## src/rtl/tmds_pkg.sv

```systemverilog
// Shared constants and helpers for the DVI/TMDS encoder: control tokens,
// the reset symbol and an 8-bit popcount.
package tmds_pkg;

  localparam logic [9:0] TOKEN_C00    = 10'h354;
  localparam logic [9:0] TOKEN_C01    = 10'h0AB;
  localparam logic [9:0] TOKEN_C10    = 10'h154;
  localparam logic [9:0] TOKEN_C11    = 10'h2AB;
  localparam logic [9:0] RESET_SYMBOL = TOKEN_C00;

  function automatic logic [3:0] popcount8(input logic [7:0] v);
    logic [3:0] n;
    n = 4'd0;
    for (int i = 0; i < 8; i++) begin
      n = n + {3'b000, v[i]};
    end
    return n;
  endfunction

  function automatic logic [9:0] control_token(input logic [1:0] c);
    logic [9:0] t;
    case (c)
      2'b00:   t = TOKEN_C00;
      2'b01:   t = TOKEN_C01;
      2'b10:   t = TOKEN_C10;
      2'b11:   t = TOKEN_C11;
      default: t = RESET_SYMBOL;
    endcase
    return t;
  endfunction

endpackage

```

## src/rtl/tmds_channel.sv

```systemverilog
// One TMDS lane: registered transition minimisation followed by registered
// DC balancing with a signed running disparity, or a control token in blanking.
module tmds_channel
  import tmds_pkg::*;
(
  input  logic       clk,
  input  logic       rst,
  input  logic [7:0] d,
  input  logic       de,
  input  logic [1:0] c,
  output logic [9:0] sym
);

  logic [8:0]        q_m_d, q_m_q;
  logic              de_d, de_q;
  logic [1:0]        c_d, c_q;
  logic [3:0]        n1d;
  logic              use_xnor;
  logic [3:0]        n1;
  logic signed [4:0] bal;
  logic signed [4:0] q8x2;
  logic signed [4:0] nq8x2;
  logic              cnt_pos, cnt_neg;
  logic signed [4:0] cnt_d, cnt_q;
  logic [9:0]        sym_d, sym_q;

  // Stage 1: pick XOR/XNOR chaining to minimise transitions.
  always_comb begin
    de_d     = de;
    c_d      = c;
    n1d      = popcount8(d);
    use_xnor = (n1d > 4'd4) || ((n1d == 4'd4) && (d[0] == 1'b0));
    q_m_d    = 9'd0;
    q_m_d[0] = d[0];
    for (int i = 1; i < 8; i++) begin
      if (use_xnor) begin
        q_m_d[i] = ~(q_m_d[i-1] ^ d[i]);
      end else begin
        q_m_d[i] = q_m_d[i-1] ^ d[i];
      end
    end
    q_m_d[8] = ~use_xnor;
  end

  // Stage 2: choose inversion so the running disparity is pulled toward zero.
  always_comb begin
    n1      = popcount8(q_m_q[7:0]);
    bal     = $signed({1'b0, n1}) - $signed({1'b0, 4'd8 - n1});
    q8x2    = q_m_q[8] ? 5'sd2 : 5'sd0;
    nq8x2   = q_m_q[8] ? 5'sd0 : 5'sd2;
    cnt_pos = (cnt_q[4] == 1'b0) && (cnt_q != 5'sd0);
    cnt_neg = cnt_q[4];
    sym_d   = sym_q;
    cnt_d   = cnt_q;
    if (!de_q) begin
      sym_d = control_token(c_q);
      cnt_d = 5'sd0;
    end else if ((cnt_q == 5'sd0) || (n1 == 4'd4)) begin
      sym_d = {~q_m_q[8], q_m_q[8], q_m_q[8] ? q_m_q[7:0] : ~q_m_q[7:0]};
      if (q_m_q[8]) begin
        cnt_d = cnt_q + bal;
      end else begin
        cnt_d = cnt_q - bal;
      end
    end else if ((cnt_pos && (n1 > 4'd4)) || (cnt_neg && (n1 < 4'd4))) begin
      sym_d = {1'b1, q_m_q[8], ~q_m_q[7:0]};
      cnt_d = cnt_q + q8x2 - bal;
    end else begin
      sym_d = {1'b0, q_m_q[8], q_m_q[7:0]};
      cnt_d = cnt_q - nq8x2 + bal;
    end
  end

  // Pipeline and disparity registers.
  always_ff @(posedge clk or negedge rst) begin
    if (!rst) begin
      q_m_q <= 9'd0;
      de_q  <= 1'b0;
      c_q   <= 2'b00;
      sym_q <= RESET_SYMBOL;
      cnt_q <= 5'sd0;
    end else begin
      q_m_q <= q_m_d;
      de_q  <= de_d;
      c_q   <= c_d;
      sym_q <= sym_d;
      cnt_q <= cnt_d;
    end
  end

  assign sym = sym_q;

endmodule

```

## src/rtl/tmds_encoder.sv

```systemverilog
// Three-lane DVI TMDS encoder: realigns the timing strobes to the pixel
// latency and feeds one tmds_channel per colour.
module tmds_encoder
  import tmds_pkg::*;
#(
  parameter int SYNC_DELAY = 1
) (
  input  logic        clk,
  input  logic        rst,
  input  logic [23:0] rgb,
  input  logic        hsync,
  input  logic        vsync,
  input  logic        de,
  output logic [9:0]  tmds_r,
  output logic [9:0]  tmds_g,
  output logic [9:0]  tmds_b
);

  logic [2:0] sync_a;
  logic       hs_a, vs_a, de_a;

  generate
    if (SYNC_DELAY == 0) begin : g_no_delay
      assign sync_a = {hsync, vsync, de};
    end else begin : g_delay
      logic [2:0] line_d [SYNC_DELAY];
      logic [2:0] line_q [SYNC_DELAY];

      // Shift {hsync, vsync, de} down the delay line.
      always_comb begin
        line_d[0] = {hsync, vsync, de};
        for (int i = 1; i < SYNC_DELAY; i++) begin
          line_d[i] = line_q[i-1];
        end
      end

      // Delay line registers.
      always_ff @(posedge clk or negedge rst) begin
        if (!rst) begin
          for (int i = 0; i < SYNC_DELAY; i++) begin
            line_q[i] <= 3'b000;
          end
        end else begin
          for (int i = 0; i < SYNC_DELAY; i++) begin
            line_q[i] <= line_d[i];
          end
        end
      end

      assign sync_a = line_q[SYNC_DELAY-1];
    end
  endgenerate

  assign hs_a = sync_a[2];
  assign vs_a = sync_a[1];
  assign de_a = sync_a[0];

  // Only the blue lane carries sync in its control bits.
  tmds_channel u_ch_b (
    .clk (clk),
    .rst (rst),
    .d   (rgb[7:0]),
    .de  (de_a),
    .c   ({vs_a, hs_a}),
    .sym (tmds_b)
  );

  tmds_channel u_ch_g (
    .clk (clk),
    .rst (rst),
    .d   (rgb[15:8]),
    .de  (de_a),
    .c   (2'b00),
    .sym (tmds_g)
  );

  tmds_channel u_ch_r (
    .clk (clk),
    .rst (rst),
    .d   (rgb[23:16]),
    .de  (de_a),
    .c   (2'b00),
    .sym (tmds_r)
  );

endmodule
```

## config.mk

```make
export PLATFORM = sky130hd
export DESIGN_NAME = tmds_encoder
export DESIGN_NICKNAME = d
export VERILOG_FILES = /design/src/rtl/tmds_pkg.sv /design/src/rtl/tmds_channel.sv /design/src/rtl/tmds_encoder.sv
export SDC_FILE = /design/constraint.sdc
export NUM_CORES = 1
export LEC_CHECK = 0
export CELL_PAD_IN_SITES_DETAIL_PLACEMENT = 1
export CELL_PAD_IN_SITES_GLOBAL_PLACEMENT = 2
export CORE_UTILIZATION = 38
export DETAILED_ROUTE_END_ITERATION = 12
export PLACE_DENSITY_LB_ADDON = 0.1
export SLEW_MARGIN = 20
export SYNTH_ARGS = -nofsm -noshare
export SYNTH_HDL_FRONTEND = slang
export SYNTH_SLANG_ARGS = --single-unit
export TNS_END_PERCENT = 10
```

## constraint.sdc

```tcl
create_clock -name clk -period 10.6 [get_ports clk]
set_clock_uncertainty 0.2 [all_clocks]
set_input_delay 3.18 -clock clk [delete_from_list [all_inputs] [get_ports clk]]
set_output_delay 3.18 -clock clk [all_outputs]
set_load 0.01 [all_outputs]
```

==> summary.md, run 1 <==
| Metric | Value |
|---|---|
| DR WL/cell | `15.5 um` |
| Clock sink count | `78` |
| Endpoint of the worst register-to-register path | `u_ch_r.cnt_q[4]` |
| Avg Cell Area, Syn | `9.99 um2` |
| Final ANT Viol Nets | `0` |
| Post-synth EDFFs | `0` |
| Area of the mapped netlist | `6020 um2` |
| Delay-heaviest family, CP | `adder cells` |
| Stages on the worst setup path | `13` |
| Worst r2r src | `u_ch_r.q_m_q[0]` |
| Setup TNS | `0 ps` |
| Ys flop type | `dfrtp_1` |
| Grt total ovfl | `0` |
| Final wirelength | `13.7 mm` |
| Tmin final | `7050 ps` |
| Vias in the first global route | `4722` |
| I/O pin total | `59` |
| Maxcap violations | `0` |
| Largest area contributor in the netlist | `dfrtp_1` |
| FF+latch area | `1970 um2` |
| Fin nets | `791` |
| Top cells by count, synth | `107 x inv_1, 67 x xnor2_1, 63 x dfrtp_1, 58 x ha_1, 39 x fa_1` |
| R2R Setup Slk | `4680 ps` |
| Cell with the most instances after synthesis | `inv_1` |
| CP arrival | `7080 ps` |
| Largest net degree at the start of global routing | `79` |
| CP endpoint kind | `register` |
| CP max stage delay | `500 ps` |
| Worst-skew pair later-pin latency | `350 ps` |
| Worst min path class | `reg -> reg` |
| # hold bufs at CTS | `0` |
| Main combinational cell family by area after synthesis | `adder cells` |
| Final hold vios | `0` |
| Synth Area in XOR/XNOR | `12.0%` |
| Critical path type | `in -> reg` |
| Cell variety after synth | `53` |
| Most frequent CP cell | `fa_1` |
| Root buffer cell | `clkbuf_16` |
| Reg2Reg Depth | `20` |
| Syn_nets | `728` |
| Diodes inserted | `0` |
| Fill count | `1729` |
| Status | `finished, final reports clean` |
| Die area | `16300 um2` |
| Synth top area share | `26.2%` |
| Hpwl dp | `10.9 mm` |
| Cts bufs inserted | `9` |
| First-pass GRT wire length | `22.9 mm` |
| Core Area | `15300 um2` |
| # Post-CTS Setup Buffers | `0` |
| Antenna violations before repair | `0` |
| Synth Area in Compound Gates | `10.6%` |
| Routed length on met1 | `6.18 mm` |
| Critical path's slowest cell | `fa_1` |
| TritonRoute pass-1 iters | `4` |
| Cell row count | `45` |
| Slew Limit Fails | `0` |
| CTS HTree Levels | `3` |
| Tcrit/Tclk final | `66.6%` |
| PortBufs | `58` |
| Worst-path fanout max | `5` |
| Endpoints failing setup | `0` |
| Hold depth | `0` |
| GRT Total Usage | `18.1%` |
| Routed wl met2 | `7.09 mm` |
| FMAX | `142 MHz` |
| Worst path cell trace | `clkdlybuf4s50_1 > ha_1 > inv_1 > fa_1 > fa_1 > inv_1 > fa_1 > fa_1 > nor3b_1 > o21ai_0 > a21oi_1 > xnor2_1 > xnor2_1` |
| RSZ-0062 raised after global routing | `false` |
| Reg clk slew, reported paths | `60 ps` |
| WP buf/inv | `3` |
| Adder-cell share of the synthesized area | `25.0%` |
| Slew @ Worst Pin | `1020 ps` |
| Uppermost routed layer | `met4` |
| Post-synthesis simple-gate area fraction | `9.78%` |
| Chip Height | `128 um` |
| DR iter-0 viols | `142` |
| Part of the Yosys area used for sequential elements | `32.8%` |
| Area Overhead vs Synth | `19.1%` |
| Req. time, crit path | `10630 ps` |
| Hold_sp | `g_delay.line_q[0]` |
| Starting density of the core | `39.3%` |
| Die X | `128 um` |
| Multi-input logic area | `3610 um2` |
| Gate Count Post-Synth | `602` |
| Worst setup SP type | `input pin` |
| Largest cells by area after synthesis | `dfrtp_1 26%, fa_1 13%, ha_1 12%` |
| Number of synthesis warnings | `0` |
| Hold Crit Endpoint | `u_ch_b.de_q` |
| Post-CTS resize count | `0` |
| Placer Congestion | `0.781` |
| Fraction of registers with async set/reset | `100%` |
| Max Root-Sink Buffers | `2` |
| Drt drc | `0` |
| CTS tree | `yes` |
| #FFs+latches synth | `78` |
| Drt via density | `4.85` |
| Met3 Wirelength | `166 um` |
| Vias | `4275` |
| Normalized max-slew margin | `32.1%` |
| Layout cell share with drive strength beyond 1 | `7.16%` |
| Post-synthesis mux area share | `2.33%` |
==> per-layer routing <==
layer | track usage [%] | vias up
li1 | - | 2075
met1 | 21.8 | 2153
met2 | 33.1 | 33
met3 | 1.79 | 14
met4 | 7.27 | 0
met5 | 0 | -
==> layout make-up <==
class / count / area share, %
clock buffer: 12 / 3.58
timing repair buffer: 61 / 8.43
clock inverter: 4 / 0.768
tap: 211 / 3.68
sequential: 78 / 27.5
inverter: 109 / 5.71
multi-input combinational: 406 / 50.3
==> through the flow <==
| stage | instances | hold WS [ps] | setup slack (ps) | util [%] | area (um2) |
|---|---|---|---|---|---|
| detailed placement | 864 | 145 | 3160 | 44.7 | 6840 |
| floorplan | 602 | 131 | 3970 | - | 6020 |
| global route | 881 | 170 | 3340 | 46.8 | 7170 |
| finish | 881 | 156 | 3550 | 46.8 | 7170 |
| global placement | 864 | 141 | 3310 | 44.6 | 6840 |
| CTS | 880 | 158 | 3530 | 46.7 | 7150 |
==> cells by family after synthesis <==
| kind of cell | Yosys count |
|---|---|
| and+or+nand+nor | 121 |
| buffers and inverters | 118 |
| adders and majority gates | 97 |
| AOI/OAI and AO/OA | 94 |
| xor gates and xnor gates | 81 |
| DFF | 78 |
| muxes | 13 |
==> state kept, by name, summed over array words and instances, names as in the netlist <==
register	count
u_ch_b.c_q	2
u_ch_b.sym	10
u_ch_r.q_m_q	9
u_ch_b.cnt_q	5
u_ch_g.cnt_q	5
u_ch_r.sym	10
u_ch_b.q_m_q	9
u_ch_g.q_m_q	9
u_ch_r.cnt_q	5
u_ch_g.sym	10
g_delay.line_q	3
u_ch_b.de_q	1
==> layout by cell type (no fill, tap or decap), drive strengths merged, types with 4 or more instances in the layout <==
cell	n
xor2	13
a21oi	25
mux2i	8
nand2	33
nand4	4
xnor2	68
inv	110
fa	39
a211oi	6
dfrtp	63
ha	58
mux2	5
dfstp	15
and2	8
clkbuf	13
nor2b	6
nor4	5
a31oi	5
nand3	4
o21ai	21
nand2b	8
clkdlybuf4s50	57
a21o	10
a211o	5
nor3b	8
nor2	37
nor3	4
==> how the worst max path moves through the flow <==
stage / start / endpoint / slack, ps
floorplan: rgb[8] / u_ch_g.q_m_q[7] / 3970
global placement: rgb[8] / u_ch_g.q_m_q[7] / 3310
detailed placement: rgb[8] / u_ch_g.q_m_q[7] / 3160
CTS: rgb[8] / u_ch_g.q_m_q[7] / 3530
global route: rgb[8] / u_ch_g.q_m_q[7] / 3340
finish: rgb[8] / u_ch_g.q_m_q[7] / 3550
Power of run 1 is not shown: default switching activity piles up to over one toggle a cycle in this logic, so the estimate is an artifact.
==> run 2, diff against run 1 <==
--- a/config.mk
+++ b/config.mk
@@ -7,7 +7,7 @@
 export LEC_CHECK = 0
 export CELL_PAD_IN_SITES_DETAIL_PLACEMENT = 1
 export CELL_PAD_IN_SITES_GLOBAL_PLACEMENT = 2
-export CORE_UTILIZATION = 38
+export CORE_UTILIZATION = 34
 export DETAILED_ROUTE_END_ITERATION = 12
 export PLACE_DENSITY_LB_ADDON = 0.1
 export SLEW_MARGIN = 20
==> constraint.sdc (replaced) <==
create_clock -name clk -period 6.25 [get_ports clk]
set_clock_uncertainty 0.2 [all_clocks]
set_input_delay 1.875 -clock clk [delete_from_list [all_inputs] [get_ports clk]]
set_output_delay 1.875 -clock clk [all_outputs]
set_load 0.01 [all_outputs]
==> run 2 against run 1 <==
Compared with the run above: count of clock-buffer cells in the layout down 2; critical endpoint is now u_ch_g.cnt_q[4]; sequential cell count did not move; final cell count up 2.0%; highest routed layer unchanged; critical path depth grew 4.
==> summary.md, run 2 (synthesis gave the netlist of run 1 again) <==
| Metric | Value |
|---|---|
| Status | `finished, final reports clean` |
| Reg clk slew, reported paths | `60 ps (about the same)` |
| Largest net degree at the start of global routing | `79 (unchanged)` |
| Max Root-Sink Buffers | `2 (unchanged)` |
| Final hold vios | `0 (unchanged)` |
| Inst Count DP | `882 (+2.1%)` |
| Endpoints failing setup | `0 (unchanged)` |
| Most frequent cells in the layout | `107 x inv_1, 67 x xnor2_1, 63 x dfrtp_1` |
| Starting density of the core | `34.8% (-4.5 points)` |
| Vias | `4228 (-1.1%)` |
| Most frequent CP cell | `fa_1` |
| Setup TNS | `0 ps (unchanged)` |
| Antenna violations before repair | `0 (unchanged)` |
| Critical path's slowest cell | `fa_1` |
| DR WL/cell | `16.1 um (+4.1%)` |
| Clock sink count | `78 (unchanged)` |
| Die area | `18200 um2 (+12%)` |
| Commonest non-fill, non-tap cell in the layout | `inv_1` |
| Fin util | `41.7% (-5.1 points)` |
| Worst-path fanout max | `8 (+3)` |
| Final wirelength | `14.5 mm (+6.2%)` |
| Hpwl dp | `11.5 mm (+5.2%)` |
| Core Area | `17300 um2 (+13%)` |
| I/O pin total | `59 (unchanged)` |
| PortBufs | `58 (unchanged)` |
| CP endpoint kind | `register` |
| Worst path cell trace | `ha_1 > inv_1 > fa_1 > fa_1 > fa_1 > fa_1 > nand2_1 > ha_1 > o21ai_0 > mux2_2 > xor2_1 > ha_1 > a21o_1 > a31o_2 > a221oi_1 > a2111oi_1 > o21ai_1` |
| Layout cell share with drive strength beyond 1 | `7.57% (+0.40 points)` |
| Worst min path class | `reg -> reg` |
| Worst setup SP type | `register` |
| Fin nets | `795 (+0.51%)` |
| TritonRoute pass-1 iters | `4 (unchanged)` |
| Drt via density | `4.70 (-3.1%)` |
| Fin cells | `899 (+2.0%)` |
| Slew Limit Fails | `0 (unchanged)` |
| GRT Total Usage | `17.3% (-0.83 points)` |
| Chip Height | `135 um (+5.6%)` |
| # hold bufs at CTS | `0 (unchanged)` |
| CTS tree | `yes` |
| # Post-CTS Setup Buffers | `0 (unchanged)` |
| Cell row count | `48 (+6.7%)` |
| Placer Congestion | `0.775 (-0.77%)` |
| Area Overhead vs Synth | `19.9%` |
| Req. time, crit path | `6320 ps (-4310 ps)` |
| Delay-heaviest family, CP | `adder cells` |
| DR iter-0 viols | `113 (-20%)` |
| Tcrit/Tclk final | `91.6%` |
| FMAX | `175 MHz` |
| Slew @ Worst Pin | `1050 ps (+29.8 ps)` |
| Drt drc | `0 (unchanged)` |
| Post-CTS resize count | `0 (unchanged)` |
| Final ANT Viol Nets | `0 (unchanged)` |
| Cts bufs inserted | `9 (unchanged)` |
| CP arrival | `5790 ps (-1290 ps)` |
| Diodes inserted | `0 (unchanged)` |
| Die X | `135 um (+5.6%)` |
| Critical path type | `reg -> reg` |
| WP buf/inv | `1 (-2)` |
| Fill count | `1971 (+14%)` |
| Worst-skew pair later-pin latency | `340 ps (about the same)` |
| RSZ-0062 raised after global routing | `false` |
| CTS HTree Levels | `3 (unchanged)` |
| CP max stage delay | `710 ps (+210 ps)` |
| First-pass GRT wire length | `24.0 mm (+5.0%)` |
| Normalized max-slew margin | `30.1% (-2.0 points)` |
| Maxcap violations | `0 (unchanged)` |
| Tmin final | `5730 ps` |
| Grt total ovfl | `0 (unchanged)` |
| Vias in the first global route | `4661 (-1.3%)` |
| Root buffer cell | `clkbuf_16` |
## run 2: cell count changes in the layout (fill, tap and decap cells not counted), sizes merged
cell	before	now
buf	3	8
bufinv	1	2
clkbuf	13	10
clkinv	1	4
clkinvlp	1	0
inv	110	109
## run 2: path summary, 6_finish.rpt
check	startpoint	endpoint	slack, ps	depth (start not counted)
min	g_delay.line_q[0]	u_ch_b.de_q	150	0
min reg2reg	g_delay.line_q[0]	u_ch_b.de_q	150	0
max in group asynchronous	rst	u_ch_b.sym[5]	3980	1
max	u_ch_g.q_m_q[0]	u_ch_g.cnt_q[4]	520	17
max reg2reg	u_ch_g.q_m_q[0]	u_ch_g.cnt_q[4]	520	17
min in group asynchronous	rst	u_ch_g.cnt_q[1]	1370	1
## run 2: through the flow
stage | setup slack, ps | hold slack, ps | cell area, um2
5_1_grt | 201 | 155 | 7210
3_5_place_dp | 355 | 140 | 6880
4_1_cts | 528 | 154 | 7200
6_report | 524 | 152 | 7210
2_1_floorplan | 928 | 131 | 6020
3_3_place_gp | 547 | 131 | 6880
## run 2: per-layer routing
metal / global-route usage, % / share of wire, % / vias up
li1: - / - / 2077
met1: 21.8 / 47 / 2104
met2: 30.2 / 50 / 34
met3: 2.18 / 1.4 / 13
met4: 6.24 / 1.4 / 0
met5: 0 / 0 / -
## run 2: cell type report
class	count	area, um2	area share (%)
Clock buffer	10	229	3.17
Clock inverter	6	87.6	1.21
Inverter	109	409	5.67
Multi-Input combinational cell	406	3600	49.9
Sequential cell	78	1970	27.3
Tap cell	225	282	3.90
Timing Repair Buffer	65	634	8.80
Power of run 2 is left out for the same reason.
